--- config.mk ---
export PLATFORM = sky130hd
export DESIGN_NAME = keccak_squeeze_flat
export DESIGN_NICKNAME = d
export VERILOG_FILES = /design/src/rtl/keccak_pkg.sv /design/src/rtl/keccak_squeeze_if.sv /design/src/rtl/keccak_squeeze_lane_mux.sv /design/src/rtl/keccak_squeeze.sv /design/src/flat_wrapper.sv
export SDC_FILE = /design/constraint.sdc
export NUM_CORES = 2
export LEC_CHECK = 0
export BUFFER_PORTS_ARGS = -buffer_cell sky130_fd_sc_hd__buf_2
export CORE_AREA = 2 2 660 662
export CTS_BUF_LIST = sky130_fd_sc_hd__clkbuf_4 sky130_fd_sc_hd__clkbuf_8 sky130_fd_sc_hd__clkbuf_16
export DETAILED_ROUTE_END_ITERATION = 16
export DIE_AREA = 0 0 662 664
export PLACE_DENSITY = 0.34
export REMOVE_ABC_BUFFERS = 1
export SLEW_MARGIN = 10
export SYNTH_ARGS = -nofsm -noshare
export SYNTH_HDL_FRONTEND = slang
export SYNTH_SLANG_ARGS = --single-unit
export TNS_END_PERCENT = 5
--- constraint.sdc ---
create_clock -name clk -period 6.5 [get_ports clk]
set_input_delay 1.95 -clock clk [delete_from_list [all_inputs] [get_ports clk]]
set_output_delay 1.95 -clock clk [all_outputs]
set_load 0.005 [all_outputs]
--- src/rtl/keccak_pkg.sv ---
// Shared Keccak sponge types for the squeeze-phase reader.
// Build option: SQZ_BYTE_MASK_EN makes the output length count bytes and adds a byte-keep mask.
package keccak_pkg;

    typedef logic [63:0]             lane_t;
    typedef logic [0:4][0:4][0:63]   state_t;

    localparam int RATE_LANES_SHAKE256 = 17;
    localparam int RATE_LANES_SHAKE128 = 21;

    typedef enum logic [1:0] {
        IDLE      = 2'd0,
        EMIT      = 2'd1,
        PERM_WAIT = 2'd2
    } sqz_state_e;

`ifdef SQZ_BYTE_MASK_EN
    // Valid-byte mask of the final word; a whole word when the length is a multiple of 8.
    function automatic logic [7:0] last_keep_mask(input logic [2:0] tail_bytes);
        logic [7:0] mask;
        if (tail_bytes == 3'd0) begin
            mask = 8'hFF;
        end else begin
            mask = (8'd1 << tail_bytes) - 8'd1;
        end
        return mask;
    endfunction
`endif

endpackage

--- src/rtl/keccak_squeeze_if.sv ---
// Squeeze output stream: 64-bit lanes over valid/ready, with last marker.
// Build option: SQZ_BYTE_MASK_EN adds the dout_keep byte mask.
interface keccak_squeeze_if;

    logic [63:0] dout;
    logic        dout_valid;
    logic        dout_ready;
    logic        dout_last;
`ifdef SQZ_BYTE_MASK_EN
    logic [7:0]  dout_keep;
`endif

    modport master (
        output dout,
        output dout_valid,
        input  dout_ready,
`ifdef SQZ_BYTE_MASK_EN
        output dout_keep,
`endif
        output dout_last
    );

    modport slave (
        input  dout,
        input  dout_valid,
        output dout_ready,
`ifdef SQZ_BYTE_MASK_EN
        input  dout_keep,
`endif
        input  dout_last
    );

endinterface

--- src/rtl/keccak_squeeze_lane_mux.sv ---
// Selects rate lane i = A[i%5][i/5] from the 5x5x64 state; bit z of the lane is A[x][y][z].
module keccak_lane_mux
    import keccak_pkg::*;
#(
    parameter int IDX_W = 5
) (
    input  state_t           state,
    input  logic [IDX_W-1:0] lane_idx,
    output lane_t            lane
);

    logic [2:0] x_s;
    logic [2:0] y_s;

    // Lane coordinate decode and bit gather; indices past the 25 lanes read as zero.
    always_comb begin
        x_s  = 3'(lane_idx % IDX_W'(5));
        y_s  = 3'(lane_idx / IDX_W'(5));
        lane = 64'd0;
        if (lane_idx < IDX_W'(25)) begin
            for (int z = 0; z < 64; z++) begin
                lane[z] = state[x_s][y_s][z];
            end
        end else begin
            lane = 64'd0;
        end
    end

endmodule

--- src/rtl/keccak_squeeze.sv ---
// SHAKE squeeze-phase reader: latches the permuted state and streams rate lanes, requesting permutations.
// Build option: SQZ_BYTE_MASK_EN (out_len in bytes, dout_keep on the stream interface).
module keccak_squeeze
    import keccak_pkg::*;
#(
    parameter int RATE_LANES = RATE_LANES_SHAKE256,
    parameter int LEN_W      = 16
) (
    input  logic             clk,
    input  logic             rst_n,
    input  logic             start,
    input  logic [LEN_W-1:0] out_len,
    input  state_t           state_in,
    output logic             perm_req,
    input  logic             perm_done,
    output logic             busy,
    keccak_squeeze_if.master dout_if
);

    localparam int IDX_W = $clog2(RATE_LANES);

    sqz_state_e       fsm_r,       fsm_nx;
    logic [IDX_W-1:0] lane_idx_r,  lane_idx_nx;
    logic [LEN_W-1:0] remaining_r, remaining_nx;
    state_t           data_r,      data_nx;
    logic [LEN_W-1:0] words_s;
    lane_t            lane_nx_s;
    logic             handshake_s;

    logic [63:0]      dout_r;
    logic             dout_valid_r;
    logic             dout_last_r;
    logic             perm_req_r;
    logic             busy_r;

`ifdef SQZ_BYTE_MASK_EN
    logic [LEN_W:0]   len_ext_s;
    logic [7:0]       keep_last_r, keep_last_nx;
    logic [7:0]       dout_keep_r;
`endif

    // Requested length converted to a word count.
    always_comb begin
`ifdef SQZ_BYTE_MASK_EN
        len_ext_s = (LEN_W+1)'(out_len) + (LEN_W+1)'(7);
        words_s   = LEN_W'(len_ext_s >> 3);
`else
        words_s   = out_len;
`endif
    end

    assign handshake_s = dout_valid_r & dout_if.dout_ready;

    // Next-state logic for the squeeze FSM, lane pointer, word budget and captured state.
    always_comb begin
        fsm_nx       = fsm_r;
        lane_idx_nx  = lane_idx_r;
        remaining_nx = remaining_r;
        data_nx      = data_r;
`ifdef SQZ_BYTE_MASK_EN
        keep_last_nx = keep_last_r;
`endif
        case (fsm_r)
            IDLE: begin
                // busy_r still covers the cycle after the last handshake, so starts there are dropped too.
                if (start && !busy_r && (out_len != LEN_W'(0))) begin
                    data_nx      = state_in;
                    lane_idx_nx  = IDX_W'(0);
                    remaining_nx = words_s;
`ifdef SQZ_BYTE_MASK_EN
                    keep_last_nx = last_keep_mask(out_len[2:0]);
`endif
                    fsm_nx       = EMIT;
                end else begin
                    fsm_nx = IDLE;
                end
            end
            EMIT: begin
                if (handshake_s) begin
                    if (remaining_r != LEN_W'(0)) begin
                        remaining_nx = remaining_r - LEN_W'(1);
                    end else begin
                        remaining_nx = LEN_W'(0);
                    end
                    lane_idx_nx = lane_idx_r + IDX_W'(1);
                    if (remaining_r <= LEN_W'(1)) begin
                        fsm_nx = IDLE;
                    end else if (lane_idx_r == IDX_W'(RATE_LANES - 1)) begin
                        fsm_nx = PERM_WAIT;
                    end else begin
                        fsm_nx = EMIT;
                    end
                end else begin
                    fsm_nx = EMIT;
                end
            end
            PERM_WAIT: begin
                if (perm_done) begin
                    data_nx     = state_in;
                    lane_idx_nx = IDX_W'(0);
                    fsm_nx      = EMIT;
                end else begin
                    fsm_nx = PERM_WAIT;
                end
            end
            default: begin
                fsm_nx = IDLE;
            end
        endcase
    end

    keccak_lane_mux #(
        .IDX_W (IDX_W)
    ) u_lane_mux (
        .state    (data_nx),
        .lane_idx (lane_idx_nx),
        .lane     (lane_nx_s)
    );

    // State register; outputs are registered from the next-state values so they change only on edges.
    always_ff @(posedge clk or negedge rst_n) begin
        if (!rst_n) begin
            fsm_r        <= IDLE;
            lane_idx_r   <= IDX_W'(0);
            remaining_r  <= LEN_W'(0);
            data_r       <= '0;
            dout_r       <= 64'd0;
            dout_valid_r <= 1'b0;
            dout_last_r  <= 1'b0;
            perm_req_r   <= 1'b0;
            busy_r       <= 1'b0;
`ifdef SQZ_BYTE_MASK_EN
            keep_last_r  <= 8'h00;
            dout_keep_r  <= 8'h00;
`endif
        end else begin
            fsm_r        <= fsm_nx;
            lane_idx_r   <= lane_idx_nx;
            remaining_r  <= remaining_nx;
            data_r       <= data_nx;
            dout_r       <= (fsm_nx == EMIT) ? lane_nx_s : 64'd0;
            dout_valid_r <= (fsm_nx == EMIT);
            dout_last_r  <= (fsm_nx == EMIT) && (remaining_nx == LEN_W'(1));
            perm_req_r   <= (fsm_nx == PERM_WAIT);
            busy_r       <= (fsm_nx != IDLE) || (fsm_r != IDLE);
`ifdef SQZ_BYTE_MASK_EN
            keep_last_r  <= keep_last_nx;
            if (fsm_nx != EMIT) begin
                dout_keep_r <= 8'h00;
            end else if (remaining_nx == LEN_W'(1)) begin
                dout_keep_r <= keep_last_nx;
            end else begin
                dout_keep_r <= 8'hFF;
            end
`endif
        end
    end

    assign dout_if.dout       = dout_r;
    assign dout_if.dout_valid = dout_valid_r;
    assign dout_if.dout_last  = dout_last_r;
`ifdef SQZ_BYTE_MASK_EN
    assign dout_if.dout_keep  = dout_keep_r;
`endif
    assign perm_req           = perm_req_r;
    assign busy               = busy_r;

endmodule

--- src/flat_wrapper.sv ---
// flat-port wrapper written by rule: the top's interface ports become plain ports
module keccak_squeeze_flat import keccak_pkg::*;
#(
    parameter int RATE_LANES = RATE_LANES_SHAKE256,
    parameter int LEN_W      = 16
)
  (clk, rst_n, start, out_len, state_in, perm_req, perm_done, busy, dout_if_dout, dout_if_dout_valid, dout_if_dout_ready, dout_if_dout_last);
  keccak_squeeze_if dout_if_i ();
  input  logic clk;
  input  logic rst_n;
  input  logic start;
  input  logic [LEN_W-1:0] out_len;
  input  state_t state_in;
  output logic perm_req;
  input  logic perm_done;
  output logic busy;
  output wire logic [$bits(dout_if_i.dout)-1:0] dout_if_dout;
  output wire logic [$bits(dout_if_i.dout_valid)-1:0] dout_if_dout_valid;
  input wire logic [$bits(dout_if_i.dout_ready)-1:0] dout_if_dout_ready;
  output wire logic [$bits(dout_if_i.dout_last)-1:0] dout_if_dout_last;
  assign dout_if_dout = dout_if_i.dout;
  assign dout_if_dout_valid = dout_if_i.dout_valid;
  assign dout_if_i.dout_ready = dout_if_dout_ready;
  assign dout_if_dout_last = dout_if_i.dout_last;
  keccak_squeeze #(.RATE_LANES(RATE_LANES), .LEN_W(LEN_W)) u_core (.clk(clk), .rst_n(rst_n), .start(start), .out_len(out_len), .state_in(state_in), .perm_req(perm_req), .perm_done(perm_done), .busy(busy), .dout_if(dout_if_i));
endmodule
==> impl_metrics.yaml <==
run_status:
  status: "finished clean"
route:
  drt-initial-drc-count: 5563
  dr.pass1.iters: 7
  vias_per_cell: 4.48
  route.antenna.remaining_nets: 0
  vias: 76800
  wl_um: 498000
  wl_per_cell_um: 29.0
  drcViolationCount: 0
global_routing:
  grt_use_met3_pct: 2.83
  antenna_found_initial: 221
  grtUsageMet1_pct: 28.3
  grt_max_degree: 209
  grt_pass1_wl_um: 672000
  grt_most_used_layer: "met2"
  overflow: 0
  grt_util_met2_pct: 36.1
  groute.usage.overall_pct: 21.9
  grt_pass1_vias: 80000
clocking:
  cts_inserted_buffers: 219
  clock-sinks: 1691
  clock_latency_ps: 930
  cts_hold_buf: 0
  cts_max_path_buffers: 4
  cts_root_buffer: "clkbuf_16"
  post_cts_buffers: 0
  path_clk_slew_ps: 60
  cts_tree: "done"
  cts_resized: 0
  cts_max_level: 4
place:
  postPlaceCellArea_um2: 104000
  dpl.cell_count: 16700
  routabilityCongestion: 0.875
  dpl.hpwl_um: 385000
  io_buffers: 1688
timing:
  setup_viol: 0
  drv_slew: 0
  rsz0062_at_grt: "false"
  min_period_ps: 6250
  slew_headroom_pct: 18.9
  fin_crit_sh_pct: 96.2
  hold_viol: 0
  fmax_mhz: 160
  skew_ps: 61.5
  worst_pin_slew_ps: 1220
logic_synthesis:
  async_reset_ff_share_pct: 100
  ys_seq_elements: 1691
  syn-cell-area_um2: 84800
  synthTopCellsByArea: "dfrtp_1 (50%), nand2b_1 (12%), o21ai_0 (9.9%), nand2_1 (8.5%), mux2i_1 (5.1%)"
  ys_seq_area_share_pct: 49.9
  yosys_warnings: 0
  synth-edff-count: 0
  synth-main-ff-cell: "dfrtp_1"
  yosys.area.top_type: "dfrtp_1"
  synth.avg_cell_area_um2: 8.96
  syn_inst: 9461
  synth.top_cell.area_share_pct: 49.9
  yosysUniqueCellTypes: 102
critical_path:
  crit_path_start: "out_len[4]"
  crit_arrival_ps: 7050
  worstReg2RegStart: "u_core.busy"
  required_ps: 7300
  critPathLaunchType: "primary input"
  path_class: "in -> reg"
  crit_path_max_fanout: 22
  reg2reg_depth: 18
  end_kind: "flip-flop"
finish:
  layout.nets: 12800
  final_cell_mix: "nand2_1 (1914), dfrtp_1 (1690), buf_2 (1687)"
  final_cells: 17200
  design_area_um2: 111000
  syn_to_final_growth_pct: 31.4
  post_route_cells_drive_above_1_share_pct: 24.7
  layout_commonest_cell: "nand2_1"
floorplan:
  die_h_um: 664
  row_count: 242
  die-width_um: 662
  core-area_um2: 433000
  die-area_um2: 440000
  initial_utilization_pct: 19.6
  boundaryPins: 1689
pwr:
  irDropWorstVdd_mv: 0.356
  power.density_nw_per_um2: 551
  p_leak_nw: 49.7
min_path:
  hp-class: "reg -> reg"
  hold_path_startpoint: "u_core.data_r[928]"
  holdPathStages: 2
run:
  drv_cap: 0
==> cells by family (layout without fill, tap and decap cells) <==
| kind of cell | count (synthesis) | after routing | synth area share [%] |
|---|---|---|---|
| buffers and inverters | 810 | 2675 | 4.03 |
| AND/OR/NAND/NOR | 4079 | 4079 | 23.7 |
| XOR/XNOR | 3 | 3 | 0.0310 |
| flip-flops | 1691 | 1691 | 49.9 |
| multiplexers | 469 | 469 | 5.70 |
| adder cells (fa/ha/maj) | 5 | 5 | 0.0738 |
| other | 0 | 94 | 0 |
| AO/OA/AOI/OAI | 2404 | 2404 | 16.5 |
==> per-layer routing <==
| layer | vias up | wire length (µm) |
|---|---|---|
| met1 | 38100 | 215000 |
| li1 | 35500 | - |
| met3 | 797 | 21700 |
| met4 | 42 | 25500 |
| met2 | 2442 | 235000 |
| met5 | - | 268 |
==> worst max-delay path, stage by stage <==
cell	delay (ps)
buf_2	120
nor4_2	340
buf_4	170
nand4_1	440
buf_4	340
o2bb2ai_1	220
nor2_2	70
inv_1	80
buf_4	320
a211oi_1	180
o211ai_1	610
buf_4	290
buf_12	190
mux2i_1	230
mux2i_1	150
buf_4	210
o221ai_1	480
buf_4	220
nand3_1	200
o221a_2	190
==> sequential cells by signal, summed over array words and instances, names as in the netlist <==
name	count
u_core.busy	1
u_core.remaining_r	16
u_core.dout_if.dout_last	1
u_core.fsm_r	2
u_core.dout_if.dout_valid	1
u_core.dout_if.dout	64
u_core.data_r	1600
u_core.lane_idx_r	5
u_core.perm_req	1
==> metrics by stage <==
step	TNS, ps	util (%)	setup slack (ps)	hold WS [ps]	power [mW]
after floorplan	-	-	-126680	445	26.3
after global placement	-10740	24.0	-586	466	49.0
after detailed placement	-9120	24.0	-563	472	49.3
after CTS	0	25.7	448	485	62.6
after global routing	0	25.7	249	506	65.2
final	0	25.7	247	489	61.4
==> cell type report <==
cell class / instances / area, µm²
Inverter: 31 / 136
Clock inverter: 80 / 991
Antenna cell: 94 / 235
Clock buffer: 317 / 6550
Timing Repair Buffer: 2247 / 14600
Fill cell: 47100 / 321000
Sequential cell: 1691 / 42300
Tap cell: 5734 / 7170
Multi-Input combinational cell: 6960 / 39400
==> power by group <==
group	internal [mW]	switching [mW]
clock network	7.60	5.30
logic	12.0	20.8
registers	14.5	1.19
==> final timing paths <==
| check | endpoint | slack, ps |
|---|---|---|
| setup reg to reg | u_core.dout_if.dout[16] | 1070 |
| setup / recovery | u_core.dout_if.dout[16] | 250 |
| hold / removal | u_core.data_r[928] | 490 |
| min in group asynchronous | u_core.data_r[1467] | 1020 |
| hold reg to reg | u_core.data_r[928] | 490 |
| max in group asynchronous | u_core.data_r[199] | 3830 |
==> synthesized netlist by cell type, types with 11 or more instances <==
master	n
a21oi_1	139
buf_2	199
or3_1	24
and3_1	14
nor2_1	236
a222oi_1	56
a211oi_1	47
nand4_1	20
o32ai_1	12
inv_1	28
a31oi_1	41
buf_1	52
nand3_1	74
a21o_1	49
o31a_1	14
dfrtp_1	1691
nand2_1	1921
nand2b_1	1635
a311oi_1	11
o211ai_1	43
buf_4	18
clkbuf_1	503
o211a_1	32
nor3_1	63
o21a_1	31
o31ai_1	11
o22ai_1	18
a221o_1	23
mux2_2	27
a22oi_1	46
mux2i_1	433
o21ai_0	1685
a2bb2oi_1	12
nor4b_1	17
Note: power is estimated with default switching activity, not from simulation.
